--- config.mk ---
export PLATFORM = sky130hd
export DESIGN_NAME = truth_table_sweeper
export DESIGN_NICKNAME = d
export VERILOG_FILES = /design/src/rtl/truth_table_sweeper.sv
export SDC_FILE = /design/constraint.sdc
export NUM_CORES = 1
export LEC_CHECK = 0
export ABC_AREA = 1
export CORE_MARGIN = 3
export CORE_UTILIZATION = 45
export CTS_BUF_LIST = sky130_fd_sc_hd__clkbuf_4
export DETAILED_ROUTE_END_ITERATION = 7
export MAX_ROUTING_LAYER = met4
export PLACE_DENSITY = 0.74
export SETUP_SLACK_MARGIN = 0.02
export SYNTH_ARGS = -nofsm -noshare
export SYNTH_HDL_FRONTEND = slang
export SYNTH_SLANG_ARGS = --single-unit
--- constraint.sdc ---
create_clock -name clk -period 1.2 [get_ports clk]
set_input_delay 0.18 -clock clk [delete_from_list [all_inputs] [get_ports clk]]
set_output_delay 0.18 -clock clk [all_outputs]
set_load 0.02 [all_outputs]
--- src/rtl/truth_table_sweeper.sv ---
// Drives every input combination into a small combinational CUT, holds each one
// for SETTLE_CYC cycles and records the CUT output into a truth-table word.
module truth_table_sweeper #(
  parameter int N_IN       = 3,
  parameter int SETTLE_CYC = 4
) (
  input  logic                 clk,
  input  logic                 rst_n,
  input  logic                 start,
  input  logic                 abort,
  input  logic                 x_in,
  output logic [N_IN-1:0]      vec_out,
  output logic                 busy,
  output logic                 done,
  output logic [2**N_IN-1:0]   table_out,
  output logic                 table_valid,
  output logic [1:0]           dbg_state
);

  localparam int WCW = $clog2(SETTLE_CYC + 1);
  localparam logic [WCW-1:0]  WC_LAST  = WCW'(SETTLE_CYC - 1);
  localparam logic [N_IN-1:0] VEC_LAST = '1;

  typedef enum logic [1:0] {
    S_IDLE   = 2'd0,
    S_SETTLE = 2'd1,
    S_DONE   = 2'd2
  } state_t;

  state_t              r_state;
  logic [WCW-1:0]      r_wcnt;
  logic [N_IN-1:0]     r_vec;
  logic                r_busy;
  logic                r_done;
  logic [2**N_IN-1:0]  r_table;
  logic                r_valid;

  // Handshake: start is a level sampled only in IDLE; abort cancels a sweep in
  // SETTLE and also vetoes a same-cycle start in IDLE. done is a one-cycle pulse.
  always_ff @(posedge clk or negedge rst_n) begin
    if (!rst_n) begin
      r_state <= S_IDLE;
      r_wcnt  <= '0;
      r_vec   <= '0;
      r_busy  <= 1'b0;
      r_done  <= 1'b0;
      r_table <= '0;
      r_valid <= 1'b0;
    end else begin
      case (r_state)
        S_IDLE: begin
          if (start && !abort) begin
            r_state <= S_SETTLE;
            r_vec   <= '0;
            r_wcnt  <= '0;
            r_busy  <= 1'b1;
            r_valid <= 1'b0;
            r_table <= '0;
          end
        end
        S_SETTLE: begin
          if (abort) begin
            // Cancel wins over a sample falling on the same edge.
            r_state <= S_IDLE;
            r_busy  <= 1'b0;
            r_vec   <= '0;
            r_wcnt  <= '0;
          end else if (r_wcnt == WC_LAST) begin
            r_table[r_vec] <= x_in;
            r_wcnt         <= '0;
            if (r_vec == VEC_LAST) begin
              r_state <= S_DONE;
              r_busy  <= 1'b0;
              r_done  <= 1'b1;
              r_valid <= 1'b1;
            end else begin
              r_vec <= r_vec + 1'b1;
            end
          end else begin
            r_wcnt <= r_wcnt + 1'b1;
          end
        end
        S_DONE: begin
          r_state <= S_IDLE;
          r_vec   <= '0;
          r_done  <= 1'b0;
        end
        default: begin
          r_state <= S_IDLE;
          r_busy  <= 1'b0;
          r_done  <= 1'b0;
          r_vec   <= '0;
        end
      endcase
    end
  end

  assign vec_out     = r_vec;
  assign busy        = r_busy;
  assign done        = r_done;
  assign table_out   = r_table;
  assign table_valid = r_valid;
  assign dbg_state   = r_state;

endmodule

## Word level (Yosys, flattened, before mapping)

Cells that the tools add are included.

| word-level totals | value |
|---|---|
| output and inout port bits | 16 |
| flip-flop bits (word level) | 19 |
| bits in read-only memories | 0 |
| RAM bits | 0 |
| latch bits | 0 |
| memories kept | 0 |
| input port bits | 5 |

| operators by class | value |
|---|---|
| add/sub/neg operators | 2 |
| shift-type cells | 0 |
| $lt $le $gt $ge | 2 |
| reduce and logical (&&, ||, !) cells | 12 |
| $mul | 0 |
| muxes and demuxes | 31 |
| bitwise operators | 2 |
| div/mod/pow operators | 0 |
| equal/unequal tests | 11 |

Operators by type and width:

| kind | count |
|---|---|
| $mux 8 | 3 |
| $mux 3 | 6 |
| $pmux 8 s2 | 1 |
| $pmux 3 s2 | 2 |
| $reduce_and 4->1 | 3 |
| $mux 1 | 9 |
| $ne 3x3->1 const B | 3 |
| $bwmux 8 | 1 |
| $mux 2 | 4 |
| $ne 2x2->1 const B | 4 |
| $add 3x1->3 const B | 2 |
| $reduce_and 3->1 | 2 |
| $reduce_and 5->1 | 1 |
| $lt 3x4->1 const B | 1 |
| $pmux 1 s2 | 2 |
| $pmux 2 s2 | 1 |
| $demux 1 s3 | 1 |
| $eq 3x2->1 const B | 1 |
| $eq 3x3->1 const B | 1 |
| $ge 3x1->1 const B | 1 |
| $pmux 1 s3 | 1 |
| $eq 2x1->1 const B | 1 |
| $eq 2x2->1 const B | 1 |
| $logic_and 1x1->1 | 2 |
| other kinds (5) | 6 |

## Logic depth before layout (Yosys ltp)

| logic depth | value |
|---|---|
| word-level depth | 8 |
| gate-level depth with buffers | 7 |
| gate-level depth less buffers | 7 |

## Least setup slack after synthesis

No wires, ideal clock.

| timing path | value |
|---|---|
| kind | reg2reg |
| from | reg r_vec[0], in the netlist vec_out[0] |
| to | reg r_vec[0], in the netlist vec_out[0] |
| cell stages (with the launch flop) | 7 |
| slack | -0.223 ns |
| arrival | 1.298 ns |
| clock period less this slack | 1.423 ns |
| library setup time | 0.124 ns |
| path through | dfrtp_1 -> ha_1 -> ha_1 -> nor2_1 -> nand2_1 -> nand2_1 -> o21ai_1 |

| on the way | value |
|---|---|
| longest elaborated chain between the ends | 5 |

Ends and longest elaborated chain:

| element | line | RTL |
|---|---|---|
| start: declaration | 32 | `logic [N_IN-1:0] r_vec;` |
| start signal: assignment | 77 | `r_vec <= r_vec + 1'b1;` |
| $add 3x1->3 | 77 |  |
| $mux 3 | 71 | `if (r_vec == VEC_LAST) begin` |
| $mux 3 | 68 | `end else if (r_wcnt == WC_LAST) begin` |
| $mux 3 | 62 | `if (abort) begin` |
| $pmux 3 s2 | 50 | `case (r_state)` |

Several ways; a longest one is shown, not always the timed one. The select of a mux whose other input is x is not followed.
A chain may end at the register's enable or synchronous reset.

## Final worst setup path

| timing path | value |
|---|---|
| from | reg r_state[0], in the netlist dbg_state[0] |
| to | out dbg_state[0] |

RTL lines:

| element | line | RTL |
|---|---|---|
| start: declaration | 30 | `state_t r_state;` |
| start signal: assignment | 42 | `r_state <= S_IDLE;` |
| start signal: assignment | 53 | `r_state <= S_SETTLE;` |
| start signal: assignment | 64 | `r_state <= S_IDLE;` |
| end: declaration | 17 | `output logic [1:0] dbg_state` |

No word-level cell between the ends.

==> run metrics <==
power density of the placed cells=1810 nW/um^2; row count=16; setup skew after layout=0.0145 ns; setup TNS=-0.308 ns; static leakage power=0.824 nW; Most common cell on crit path=sky130_fd_sc_hd__buf_4; count of mapped cells out of synthesis=140; pin slew with the least headroom to its limit=0.248 ns; number of cells traversed by the worst register-to-register path=6; number of cells after detailed placement=199; total number of H-tree levels=1; post-DR wirelength/cell=13.5 um; vias in the first global route=1040; final cell count without fillers=207; post-detailed-placement half-perimeter wirelength=1950 um; period utilisation layout=105%; number of buffers on the longest clock path=2; top cell type's share of synthesized area=45.2%; number of gates on the worst path with buffers counted=2; antenna violations before repair=0; total wire length=2800 um; setup slack of the critical path after layout=-0.0590 ns; clock power share=13.4%; Avg Inst Size Synth=7.51 um^2; CP required=1.02 ns; Reg clk slew, reported paths=0.12 ns; Post-CTS Hold Fix Bufs=0; antenna viol nets, final=0; clock tree from TritonCTS=built; I/O Pins=21; Worst path max stage delay=0.47 ns; combinational share of power=54.4%; setup repair after global routing missed its margin=true; floorplan die width=54.3 um; synthesized cell area=1050 um^2; critical path capture point type=primary output; final-report hold violation count=0; routing usage on met3=2.72%; global route overflow=0; Chip Height=54.3 um; core box area=2080 um^2; First-pass DRT Iterations=4; # nets final=189; violated checks=negative setup slack; maximum clock frequency=794 MHz; Clock Latency Late Sink=0.31 ns; Setup Viol. Count Final=11; global-route wire length before repair=4570 um; initial cell density of the core=50.5%; total of flip-flops plus latches after synthesis=19; switching portion of total power=44.4%; vias per cell=5.25; count of final max-slew check failures=0; slowest library cell on the worst path=sky130_fd_sc_hd__dfrtp_2; total via count after detailed routing=1087; clock sinks=19; busiest metal layer after global routing=met2; number of input and output port buffers inserted=20; met2 GRT Util=38.6%; Cell variety after synth=18; fraction of final layout cells sized beyond drive strength 1=40.6%; First DRT Iteration DRCs=23; max-cap check violation count=0; Top delay family on crit path=flip-flops; Synth area leader=sky130_fd_sc_hd__dfrtp_1; Setup Crit Path Kind=reg -> out; final cell area excluding filler cells=1490 um^2; Synth-to-Final Area Change=41.7%; Inserted Diodes=0; status=finished, violations left; kind of start point of the critical path=flop; post-layout min period=1.26 ns; worst slew slack as a fraction of its limit=83.5%; highest fanout seen on the critical path=4; worst endpoint data arrival time=1.08 ns; detailed-route DRC error count=0; maximum VDD drop=0.00144 V; Placement Cell Area=1410 um^2; CP bufs+invs=2; most frequent cells in the layout=sky130_fd_sc_hd__nand2_1 (44), sky130_fd_sc_hd__nand3_1 (21), sky130_fd_sc_hd__buf_4 (18), sky130_fd_sc_hd__dfrtp_1 (15), sky130_fd_sc_hd__inv_1 (13); Pint=0.00150 W; Flop pwr share=32.2%; most common library cell in the layout ignoring fill and taps=sky130_fd_sc_hd__nand2_1; root buffer cell=sky130_fd_sc_hd__clkbuf_4; weighted congestion at the end of routability-driven global placement=0.856; number of buffers inserted during clock tree synthesis=3; post-synth net total=148; synth top area cells=sky130_fd_sc_hd__dfrtp_1 (45%), sky130_fd_sc_hd__nand2_1 (19%), sky130_fd_sc_hd__nand3_1 (10%), sky130_fd_sc_hd__inv_1 (6.8%), sky130_fd_sc_hd__ha_1 (3.6%); crit path cell chain=buf_4 -> buf_4; net switching component of the power=0.00119 W; largest net degree at the start of global routing=20; total global routing track utilization=22.3%; met1 Resource Use GR=24.5%; die footprint=2950 um^2; yosys synthesis warning count=0; sequential share of the synthesized area=45.2%; worst min path class=in -> async
state kept, by name, summed over array words and instances, names as in the netlist:
register and cells:
busy 1, dbg_state 2, done 1, r_wcnt 3, table_out 8, table_valid 1, vec_out 3
logic make-up (layout without fill, tap and decap cells):
logic type	count (synthesis)	count (layout)	share of synthesized area (%)
and+or+nand+nor	87	87	37.7
buffers and inverters	22	62	8.57
DFF	19	19	45.2
AOI/OAI and AO/OA	9	9	4.88
adders and majority gates	3	3	3.57
power by group through the flow:
stage / Clock, W / Combinational (W) / Sequential, W
2_1_floorplan: 0 / 0.000715 / 0.000944
3_3_place_gp: 0 / 0.00119 / 0.000850
3_5_place_dp: 0 / 0.00125 / 0.000852
4_1_cts: 0.000367 / 0.00129 / 0.000846
5_1_grt: 0.000394 / 0.00161 / 0.000882
6_report: 0.000360 / 0.00146 / 0.000866
timing repair:
item	4_1_cts	5_1_grt
pin swaps	8	12
resized for setup	58	29
buffers inserted	2	2
endpoints found under the setup margin	32	30
worst register-to-register path: stages (launching register included):
cell	delay, ns
sky130_fd_sc_hd__dfrtp_2	0.46
sky130_fd_sc_hd__ha_4	0.17
sky130_fd_sc_hd__ha_4	0.17
sky130_fd_sc_hd__nor2_4	0.11
sky130_fd_sc_hd__nand2_1	0.07
sky130_fd_sc_hd__nand2_2	0.11
sky130_fd_sc_hd__o21ai_1	0.06
layer usage:
layer,wire length [um],share of wire [%]
met1,1090,39
met2,1480,53
met3,158,5.6
met4,77,2.7
met5,0,0
final cells by class:
cell class | count | area, um^2
clock buffer | 4 | 30.0
fill | 181 | 593
inverter | 21 | 88.8
multi-input combinational | 99 | 599
sequential | 19 | 480
tap | 27 | 33.8
timing repair buffer | 37 | 256
synth_stat cells (all sizes together):
cell	count
ha	3
nand4	4
nor2	5
dfrtp	19
o21ai	6
nand2	54
inv	21
a21oi	2
o21bai	1
nand3	24
buf	1
worst paths after layout:
path	to	from	slack, ns
hold / removal	vec_out[1]	rst_n	0.18
min in group clk	done	done	0.48
setup / recovery	dbg_state[0]	dbg_state[0]	-0.06
hold reg to reg	done	done	0.48
setup reg to reg	vec_out[1]	vec_out[1]	-0.05
max in group asynchronous	dbg_state[1]	rst_n	0.78
through the flow:
step | util [%] | hold WS, ns | power, W | worst slack [ns]
CTS | 70.3 | 0.194 | 0.00251 | -0.0506
global route | 71.5 | 0.208 | 0.00289 | -0.117
floorplan | - | -0.116 | 0.00166 | -0.0360
global placement | 67.6 | 0.457 | 0.00204 | -0.175
finish | 71.5 | 0.184 | 0.00269 | -0.0590
detailed placement | 67.6 | 0.459 | 0.00210 | -0.242
Power figures use the tool's default switching activity.
